===== config.mk =====
export PLATFORM = sky130hd
export DESIGN_NAME = fb_loader
export DESIGN_NICKNAME = d
export VERILOG_FILES = /design/src/rtl/fb_pkg.sv /design/src/rtl/fb_rgb_packer.sv /design/src/rtl/fb_loader.sv
export SDC_FILE = /design/constraint.sdc
export NUM_CORES = 1
export LEC_CHECK = 0
export CORE_MARGIN = 8
export CORE_UTILIZATION = 50
export DETAILED_ROUTE_END_ITERATION = 6
export PLACE_DENSITY = 0.79
export SLEW_MARGIN = 5
export SYNTH_ARGS = -nofsm -noshare
export SYNTH_HDL_FRONTEND = slang
export SYNTH_SLANG_ARGS = --single-unit

===== constraint.sdc =====
create_clock -name sys_clk -period 3.3 [get_ports sys_clk]
set_clock_uncertainty 0.05 [all_clocks]
set_input_delay 0.99 -clock sys_clk [delete_from_list [all_inputs] [get_ports sys_clk]]
set_output_delay 0.99 -clock sys_clk [all_outputs]
set_load 0.1 [all_outputs]

===== src/rtl/fb_pkg.sv =====
// Shared constants, state encoding and helpers for the framebuffer/palette loader.
// Defining FB_LOADER_CHECKSUM_EN adds the CHK state for a trailing checksum byte.
package fb_pkg;

  localparam logic [7:0] CMD_PAL   = 8'h50;
  localparam logic [7:0] CMD_PIX   = 8'h46;
  localparam int         PAL_BYTES = 768;
  localparam int         RGB_W     = 24;

  typedef enum logic [2:0] {
    ST_IDLE = 3'd0,
    ST_PAL  = 3'd1,
    ST_PIX  = 3'd2,
`ifdef FB_LOADER_CHECKSUM_EN
    ST_CHK  = 3'd3,
`endif
    ST_DONE = 3'd4
  } fb_state_e;

  function automatic logic is_load_cmd(input logic [7:0] b);
    return (b == CMD_PAL) || (b == CMD_PIX);
  endfunction

endpackage


===== src/rtl/fb_rgb_packer.sv =====
// Collects R, G, B bytes of one palette entry and flags the byte that completes it.
// rgb_o is valid in the same cycle as complete_o (blue byte is passed through).
module fb_rgb_packer
  import fb_pkg::*;
(
  input  logic             clk_i,
  input  logic             rst_i,
  input  logic             clr_i,
  input  logic             valid_i,
  input  logic [7:0]       data_i,
  output logic [RGB_W-1:0] rgb_o,
  output logic             complete_o
);

  logic [1:0] phase_q, phase_d;
  logic [7:0] r_q, r_d;
  logic [7:0] g_q, g_d;

  always_comb begin
    phase_d = phase_q;
    r_d     = r_q;
    g_d     = g_q;
    if (clr_i) begin
      phase_d = 2'd0;
    end else if (valid_i) begin
      case (phase_q)
        2'd0: begin
          r_d     = data_i;
          phase_d = 2'd1;
        end
        2'd1: begin
          g_d     = data_i;
          phase_d = 2'd2;
        end
        default: phase_d = 2'd0;
      endcase
    end else begin
      phase_d = phase_q;
    end
  end

  always_ff @(posedge clk_i) begin
    if (rst_i) begin
      phase_q <= 2'd0;
      r_q     <= 8'd0;
      g_q     <= 8'd0;
    end else begin
      phase_q <= phase_d;
      r_q     <= r_d;
      g_q     <= g_d;
    end
  end

  assign complete_o = valid_i && !clr_i && (phase_q == 2'd2);
  assign rgb_o      = {r_q, g_q, data_i};

endmodule


===== src/rtl/fb_loader.sv =====
// Byte-stream loader for a palette RAM and an indexed framebuffer RAM.
// Optional trailing checksum byte when FB_LOADER_CHECKSUM_EN is defined.
module fb_loader
  import fb_pkg::*;
#(
  parameter int H_RES  = 800,
  parameter int V_RES  = 600,
  parameter int ADDR_W = 19
) (
  input  logic              sys_clk,
  input  logic              reset,
  input  logic [7:0]        s_data,
  input  logic              s_valid,
  output logic              s_ready,
  input  logic              abort,
  output logic              fb_we,
  output logic [ADDR_W-1:0] fb_addr,
  output logic [7:0]        fb_d,
  output logic              pal_we,
  output logic [7:0]        pal_addr,
  output logic [RGB_W-1:0]  pal_d,
  output logic              busy,
  output logic              done,
  output logic              err
);

  localparam int                NPIX     = H_RES * V_RES;
  localparam logic [ADDR_W-1:0] PIX_LAST = ADDR_W'(NPIX - 1);
  localparam logic [9:0]        PAL_LAST = 10'(PAL_BYTES - 1);

  fb_state_e state_q, state_d;

  logic [9:0]        pal_cnt_q, pal_cnt_d;
  logic [7:0]        entry_q, entry_d;
  logic [ADDR_W-1:0] pix_cnt_q, pix_cnt_d;
  logic              err_q, err_d;
  logic              fb_we_q, fb_we_d;
  logic [ADDR_W-1:0] fb_addr_q, fb_addr_d;
  logic [7:0]        fb_d_q, fb_d_d;
  logic              pal_we_q, pal_we_d;
  logic [7:0]        pal_addr_q, pal_addr_d;
  logic [RGB_W-1:0]  pal_d_q, pal_d_d;
`ifdef FB_LOADER_CHECKSUM_EN
  logic [7:0]        sum_q, sum_d;
`endif

  logic             accept_s;
  logic             last_byte_s;
  logic             pack_done_s;
  logic [RGB_W-1:0] pack_rgb_s;

  assign s_ready     = !reset && !abort && (state_q != ST_DONE);
  assign accept_s    = s_valid && s_ready;
  assign last_byte_s = accept_s &&
                       (((state_q == ST_PAL) && (pal_cnt_q == PAL_LAST)) ||
                        ((state_q == ST_PIX) && (pix_cnt_q == PIX_LAST)));

  fb_rgb_packer u_packer (
    .clk_i      (sys_clk),
    .rst_i      (reset),
    .clr_i      (state_q == ST_IDLE),
    .valid_i    (accept_s && (state_q == ST_PAL)),
    .data_i     (s_data),
    .rgb_o      (pack_rgb_s),
    .complete_o (pack_done_s)
  );

  // State and datapath registers
  always_ff @(posedge sys_clk) begin
    if (reset) begin
      state_q    <= ST_IDLE;
      pal_cnt_q  <= 10'd0;
      entry_q    <= 8'd0;
      pix_cnt_q  <= '0;
      err_q      <= 1'b0;
      fb_we_q    <= 1'b0;
      fb_addr_q  <= '0;
      fb_d_q     <= 8'd0;
      pal_we_q   <= 1'b0;
      pal_addr_q <= 8'd0;
      pal_d_q    <= '0;
`ifdef FB_LOADER_CHECKSUM_EN
      sum_q      <= 8'd0;
`endif
    end else begin
      state_q    <= state_d;
      pal_cnt_q  <= pal_cnt_d;
      entry_q    <= entry_d;
      pix_cnt_q  <= pix_cnt_d;
      err_q      <= err_d;
      fb_we_q    <= fb_we_d;
      fb_addr_q  <= fb_addr_d;
      fb_d_q     <= fb_d_d;
      pal_we_q   <= pal_we_d;
      pal_addr_q <= pal_addr_d;
      pal_d_q    <= pal_d_d;
`ifdef FB_LOADER_CHECKSUM_EN
      sum_q      <= sum_d;
`endif
    end
  end

  // Next-state logic
  always_comb begin
    state_d = state_q;
    case (state_q)
      ST_IDLE: begin
        if (accept_s && (s_data == CMD_PAL)) begin
          state_d = ST_PAL;
        end else if (accept_s && (s_data == CMD_PIX)) begin
          state_d = ST_PIX;
        end else begin
          state_d = ST_IDLE;
        end
      end
      ST_PAL, ST_PIX: begin
        if (abort) begin
          state_d = ST_IDLE;
        end else if (last_byte_s) begin
`ifdef FB_LOADER_CHECKSUM_EN
          state_d = ST_CHK;
`else
          state_d = ST_DONE;
`endif
        end else begin
          state_d = state_q;
        end
      end
`ifdef FB_LOADER_CHECKSUM_EN
      ST_CHK: begin
        if (abort) begin
          state_d = ST_IDLE;
        end else if (accept_s) begin
          state_d = ST_DONE;
        end else begin
          state_d = ST_CHK;
        end
      end
`endif
      ST_DONE: state_d = ST_IDLE;
      default: state_d = ST_IDLE;
    endcase
  end

  // Counters, error flag and write-port next values
  always_comb begin
    pal_cnt_d  = pal_cnt_q;
    entry_d    = entry_q;
    pix_cnt_d  = pix_cnt_q;
    err_d      = err_q;
    fb_we_d    = 1'b0;
    fb_addr_d  = fb_addr_q;
    fb_d_d     = fb_d_q;
    pal_we_d   = 1'b0;
    pal_addr_d = pal_addr_q;
    pal_d_d    = pal_d_q;
`ifdef FB_LOADER_CHECKSUM_EN
    sum_d      = sum_q;
`endif
    case (state_q)
      ST_IDLE: begin
        if (accept_s && is_load_cmd(s_data)) begin
          err_d     = 1'b0;
          pal_cnt_d = 10'd0;
          entry_d   = 8'd0;
          pix_cnt_d = '0;
`ifdef FB_LOADER_CHECKSUM_EN
          sum_d     = 8'd0;
`endif
        end else if (accept_s) begin
          err_d = 1'b1;
        end else begin
          err_d = err_q;
        end
      end
      ST_PAL: begin
        if (abort) begin
          err_d = 1'b1;
        end else if (accept_s) begin
          pal_cnt_d = pal_cnt_q + 10'd1;
`ifdef FB_LOADER_CHECKSUM_EN
          sum_d     = sum_q + s_data;
`endif
          if (pack_done_s) begin
            pal_we_d   = 1'b1;
            pal_addr_d = entry_q;
            pal_d_d    = pack_rgb_s;
            entry_d    = entry_q + 8'd1;
          end else begin
            entry_d = entry_q;
          end
        end else begin
          err_d = err_q;
        end
      end
      ST_PIX: begin
        if (abort) begin
          err_d = 1'b1;
        end else if (accept_s) begin
          fb_we_d   = 1'b1;
          fb_addr_d = pix_cnt_q;
          fb_d_d    = s_data;
`ifdef FB_LOADER_CHECKSUM_EN
          sum_d     = sum_q + s_data;
`endif
          // Hold at the last pixel so the address can never wrap.
          if (pix_cnt_q != PIX_LAST) begin
            pix_cnt_d = pix_cnt_q + ADDR_W'(1);
          end else begin
            pix_cnt_d = pix_cnt_q;
          end
        end else begin
          err_d = err_q;
        end
      end
`ifdef FB_LOADER_CHECKSUM_EN
      ST_CHK: begin
        if (abort) begin
          err_d = 1'b1;
        end else if (accept_s && (s_data != sum_q)) begin
          err_d = 1'b1;
        end else begin
          err_d = err_q;
        end
      end
`endif
      ST_DONE: err_d = err_q;
      default: err_d = err_q;
    endcase
  end

  assign fb_we    = fb_we_q;
  assign fb_addr  = fb_addr_q;
  assign fb_d     = fb_d_q;
  assign pal_we   = pal_we_q;
  assign pal_addr = pal_addr_q;
  assign pal_d    = pal_d_q;
  assign err      = err_q;
  assign busy     = (state_q != ST_IDLE);
  assign done     = (state_q == ST_DONE);

endmodule

# [Yosys cells after proc, flatten, opt, wreduce, memory -nomap -nowiden]
# Cells that the tools add are included.
[totals] ff_bits=120 inputBits=12 wordCells=104 output_inout_bits=65
[op_classes] n_mux=26 n_bitwise=5 n_reduce_logical=35 n_addsub=3 n_eq_ne=21
[ops] cell="$mux W19" n=4
[ops] cell="$pmux W19 S2" n=1
[ops] cell="$mux W8" n=4
[ops] cell="$mux W10" n=3
[ops] cell="$pmux W10 S2" n=1
[ops] cell="$add A19 B1 Y19 const B" n=1
[ops] cell="$eq A19 B19 Y1 const B" n=1
[ops] cell="$ne A19 B19 Y1 const B" n=1
[ops] cell="$eq A8 B7 Y1 const B" n=2
[ops] cell="$pmux W8 S2" n=1
[ops] cell="$logic_and A1 B1 Y1" n=12
[ops] cell="$ne A2 B2 Y1 const B" n=6
[ops] cell="$reduce_and A3 Y1" n=4
[ops] cell="$add A10 B1 Y10 const B" n=1
[ops] cell="$eq A10 B10 Y1 const B" n=1
[ops] cell="$reduce_and A5 Y1" n=2
[ops] cell="$add A8 B1 Y8 const B" n=1
[ops] cell="$reduce_and A4 Y1" n=2
[ops] cell="$mux W3" n=2
[ops] cell="$ne A3 B3 Y1 const B" n=2
[ops] cell="$pmux W3 S2" n=1
[ops] cell="$reduce_bool A2 Y1" n=3
[ops] cell="$mux W1" n=5
[ops] cell="$not A1 Y1" n=5
[ops] cell="other kinds (18)" n=24

# [Logic depth before layout (Yosys ltp)]
[logic_depth] depth_word=11 ltp_mapped=9 ltp_nobuf=6

# [Modules after synthesis]
# Synthesis repeated with hierarchy kept, for this count alone.
[unflattened] cells_unflattened=605 hier_area_um2=5186.2
[by_module_without_submodules] module="fb_loader" seq_area_each_um2=2042.0 cells_each=523 area_per_inst_um2=4327.9 instances=1
[by_module_without_submodules] module="fb_rgb_packer" seq_area_each_um2=360.3 cells_each=82 area_per_inst_um2=858.3 instances=1

# [Worst setup path before layout]
# Ideal clock, no wire load.
[synth_timing] path_type="reg2out" startpoint="register state_q[2]" endpoint="output port s_ready" path_slack_ns=-1.784 stages_incl_launch_ff=4 arrival_ns=4.044 cell_sequence="dfxtp_1 inv_1 nor3_1 nor3_1"
[synth_between] elab_chain_len=2
[synth_rtl] item="from (decl)" line_no="fb_loader.sv:31" source="fb_state_e state_q, state_d;"
[synth_rtl] item="from (signal assigned)" line_no="fb_loader.sv:86" source="state_q <= state_d;"
[synth_rtl] item="$ne A3 B3 Y1" line_no="fb_loader.sv:52" source="assign s_ready = !reset && !abort && (state_q != ST_DONE);"
[synth_rtl] item="$logic_and A1 B1 Y1" line_no="fb_loader.sv:52"
[synth_rtl] item="to (decl)" line_no="fb_loader.sv:14" source="output logic s_ready,"
# No other way between the ends.

# [Worst setup path after layout]
[layout_timing] startpoint="input port abort" endpoint="output port s_ready"
[layout_between] elab_chain_len=3
[layout_rtl] item="from (decl)" line_no="fb_loader.sv:15" source="input logic abort,"
[layout_rtl] item="$logic_not A1 Y1" line_no="fb_loader.sv:52"
[layout_rtl] item="$logic_and A1 B1 Y1 (2 in a row)" line_no="fb_loader.sv:52"
# No other way between the ends.

==> impl_metrics.env <==
export IMPL_cts_resized_gates=0
export IMPL_wirelength_um=12470
export IMPL_port_buffers=76
export IMPL_hold_buffers=0
export IMPL_drtPass1Iterations=5
export IMPL_final_area_sq_um=6282
export IMPL_grtUsageTotal_pct=19.70
export IMPL_status="complete, no violations"
export IMPL_yosys_warnings=0
export IMPL_synth_top_family_by_area="simple AND/OR/NAND/NOR gates"
export IMPL_slew_viol_final=0
export IMPL_final_hold_viol_count=0
export IMPL_fmax_ghz=0.3102
export IMPL_grt_pass1_vias=4312
export IMPL_syn_inst=571
export IMPL_setup_violations=0
export IMPL_clock_path_buffers=2
export IMPL_cts_root_buf="clkbuf_8"
export IMPL_start_kind="primary input"
export IMPL_diodes=0
export IMPL_drt_iter0_drc=282
export IMPL_std_cell_rows=35
export IMPL_dr_total_vias=4387
export IMPL_cts_htree_levels=4
export IMPL_ios=77
export IMPL_path_clk_slew_ns=0.06
export IMPL_clk_latency_ns=0.52
export IMPL_hpwl_um=8653
export IMPL_synth_distinct_cells=50
export IMPL_drtAntennaViolNets=0
export IMPL_syn_area_per_cell_sq_um=8.327
export IMPL_critPathMaxFanout=4
export IMPL_powerDensity_nw_per_um2=552.4
export IMPL_fp_dieH_um=113.5
export IMPL_ys_ff_latch=120
export IMPL_synth_compound_area_share_pct=14.53
export IMPL_gr_total_overflow=0
export IMPL_finish_utilization_pct=67.99
export IMPL_p_leak_uw=0.002453
export IMPL_synthMuxAreaShare_pct=4.000
export IMPL_cp_required_ns=2.26
export IMPL_max_stage_delay_ns=0.47
export IMPL_drc=0
export IMPL_wl_per_cell_um=15.34
export IMPL_final_nets=686
export IMPL_viasPerCell=5.396
export IMPL_synthToLayoutAreaGrowth_pct=32.13
export IMPL_synthAdderAreaFrac_pct=0.7895
export IMPL_cts_sink_count=120
export IMPL_synth_edf_count=0
export IMPL_dieArea_sq_um=12890
export IMPL_syn_num_nets=586
export IMPL_dpl_instance_area_sq_um=5657
export IMPL_postCtsSetupRepairBufs=0
export IMPL_synth_xor_area_share_pct=0.9211
export IMPL_slew_headroom_pct=54.79
export IMPL_worst_ep_arrival_time_ns=2.18
export IMPL_core_sq_um=9240
export IMPL_start_util_pct=51.46
export IMPL_period_share_pct=97.69
export IMPL_grt_pass1_wl_um=20810
export IMPL_hold_path_class="flip-flop to flip-flop"
export IMPL_max_cap_violations=0
export IMPL_gp_congestion=0.8323
export IMPL_seq_area_frac_synth_pct=50.53
export IMPL_grt_antenna_before_repair=0
export IMPL_path_class="primary input to primary output"
export IMPL_post_route_min_period_ns=3.224
export IMPL_synth_flop_cell="dfxtp_1"
export IMPL_rsz0062_at_grt="false"
export IMPL_cts_tree="done"
export IMPL_synthArstFlopShare_pct=0
export IMPL_die_x_um=113.5
export IMPL_synth_simple_area_share_pct=25.89
export IMPL_worst_pin_slew_ns=0.6782
export IMPL_critPathSlowestCell="clkdlybuf4s50_1"
export IMPL_path_cells="clkdlybuf4s50_1 -> buf_4 -> nor3_1 -> buf_12"
export IMPL_grt_max_degree=70
export IMPL_cts_made_buffers=17
export IMPL_whs_ns=0.4024
export IMPL_syn_area_sq_um=4755
export IMPL_drive_gt1_share_pct=20.47
export IMPL_end_kind="primary output"
export IMPL_peakVddDrop_uv=333.3
[power breakdown]
group	internal, uW	total [uW]	switching, uW
Sequential	1450	1450	0.488
Clock	1250	1930	675
Combinational	34.5	90.4	55.9
Total	2740	3470	731
[cells in the final DEF (no fill, tap or decap), types with 8 or more instances in the layout]
cell type | netlist | routed
nand2_1 | 149 | 149
dfxtp_1 | 120 | 120
buf_4 | 1 | 99
a21oi_1 | 84 | 84
nor2_1 | 33 | 33
mux2i_1 | 19 | 19
nand3_1 | 16 | 16
clkbuf_16 | 0 | 16
o21ai_0 | 12 | 12
or4_1 | 11 | 11
clkdlybuf4s50_1 | 0 | 10
nor3_1 | 10 | 9
o211ai_1 | 9 | 9
or3_1 | 8 | 8
[final cells by class]
| cell class | count | area, sq um |
|---|---|---|
| Clock inverter | 13 | 193.9 |
| Multi-Input combinational cell | 414 | 2198 |
| Timing Repair Buffer | 111 | 868.3 |
| Inverter | 7 | 26.28 |
| Tap cell | 129 | 161.4 |
| Fill cell | 714 | 2958 |
| Clock buffer | 19 | 431.7 |
| Sequential cell | 120 | 2402 |
[critical path, delay by kind of cell]
family,cells,cell delay (ns)
AND/OR/NAND/NOR,1,0.32
buffers and inverters,3,0.87
[synth_stat cells (all sizes together), types with 2 or more instances]
| master | number | share of area [%] |
|---|---|---|
| a21oi | 84 | 8.8 |
| nor3b | 3 | 0.82 |
| and4 | 4 | 0.74 |
| nor3 | 11 | 1.3 |
| and3 | 6 | 0.79 |
| nand2 | 149 | 12 |
| nor2 | 33 | 2.6 |
| inv | 7 | 0.55 |
| nand2b | 3 | 0.39 |
| or4 | 12 | 2.0 |
| nand4 | 6 | 0.79 |
| nand3b | 4 | 0.63 |
| xor2 | 4 | 0.74 |
| clkbuf | 18 | 1.4 |
| nor4 | 2 | 0.26 |
| ha | 3 | 0.79 |
| o21ai | 15 | 1.8 |
| mux2i | 19 | 4.0 |
| dfxtp | 120 | 51 |
| o22ai | 2 | 0.26 |
| a211oi | 2 | 0.32 |
| nand3 | 16 | 1.7 |
| nand4b | 2 | 0.37 |
| and2 | 3 | 0.45 |
| or3 | 8 | 1.1 |
| o211ai | 9 | 1.4 |
| buf | 12 | 1.4 |
| o31ai | 3 | 0.47 |
[path summary, 6_finish.rpt]
path	from	endpoint	slack, ns	cells after the start
hold / removal	pal_d[22]	pal_d[22]	0.40	2
hold reg to reg	pal_d[22]	pal_d[22]	0.40	2
setup reg to reg	pix_cnt_q[15]	pix_cnt_q[14]	0.69	6
setup / recovery	abort	s_ready	0.08	4
[through the flow]
stage | std cells | setup WS, ns | TNS [ns] | power [uW]
after floorplan | 571 | -1.087 | -1.087 | 1524
after global placement | 781 | -0.09960 | -0.1816 | 1570
after detailed placement | 781 | -0.1349 | -0.2668 | 1571
after CTS | 813 | 0.07251 | 0 | 3486
after global routing | 813 | 0.04212 | 0 | 3557
final | 813 | 0.07617 | 0 | 3471
[registers in the layout, summed over array words and instances (netlist names), 2 cells and up]
register,cells
state_q,3
pal_addr,8
fb_addr,19
u_packer.phase_q,2
entry_q,8
fb_d,8
u_packer.g_q,8
pix_cnt_q,19
pal_cnt_q,10
u_packer.r_q,8
pal_d,24
[metal layers]
metal | up-vias | wire [um] | track usage, %
met1 | 2075 | 5360 | 23.02
met2 | 106 | 6453 | 34.12
met4 | 0 | 153 | 7.460
met5 | - | 0 | 0
met3 | 17 | 502 | 4.702
li1 | 2189 | - | -
[logic make-up after synthesis]
logic type / after synthesis
XOR/XNOR: 5
AND/OR/NAND/NOR: 264
multiplexers: 19
flip-flops: 120
buffers and inverters: 37
adder cells (fa/ha/maj): 3
AO/OA/AOI/OAI: 123
Note: power is estimated with default switching activity, not from simulation.
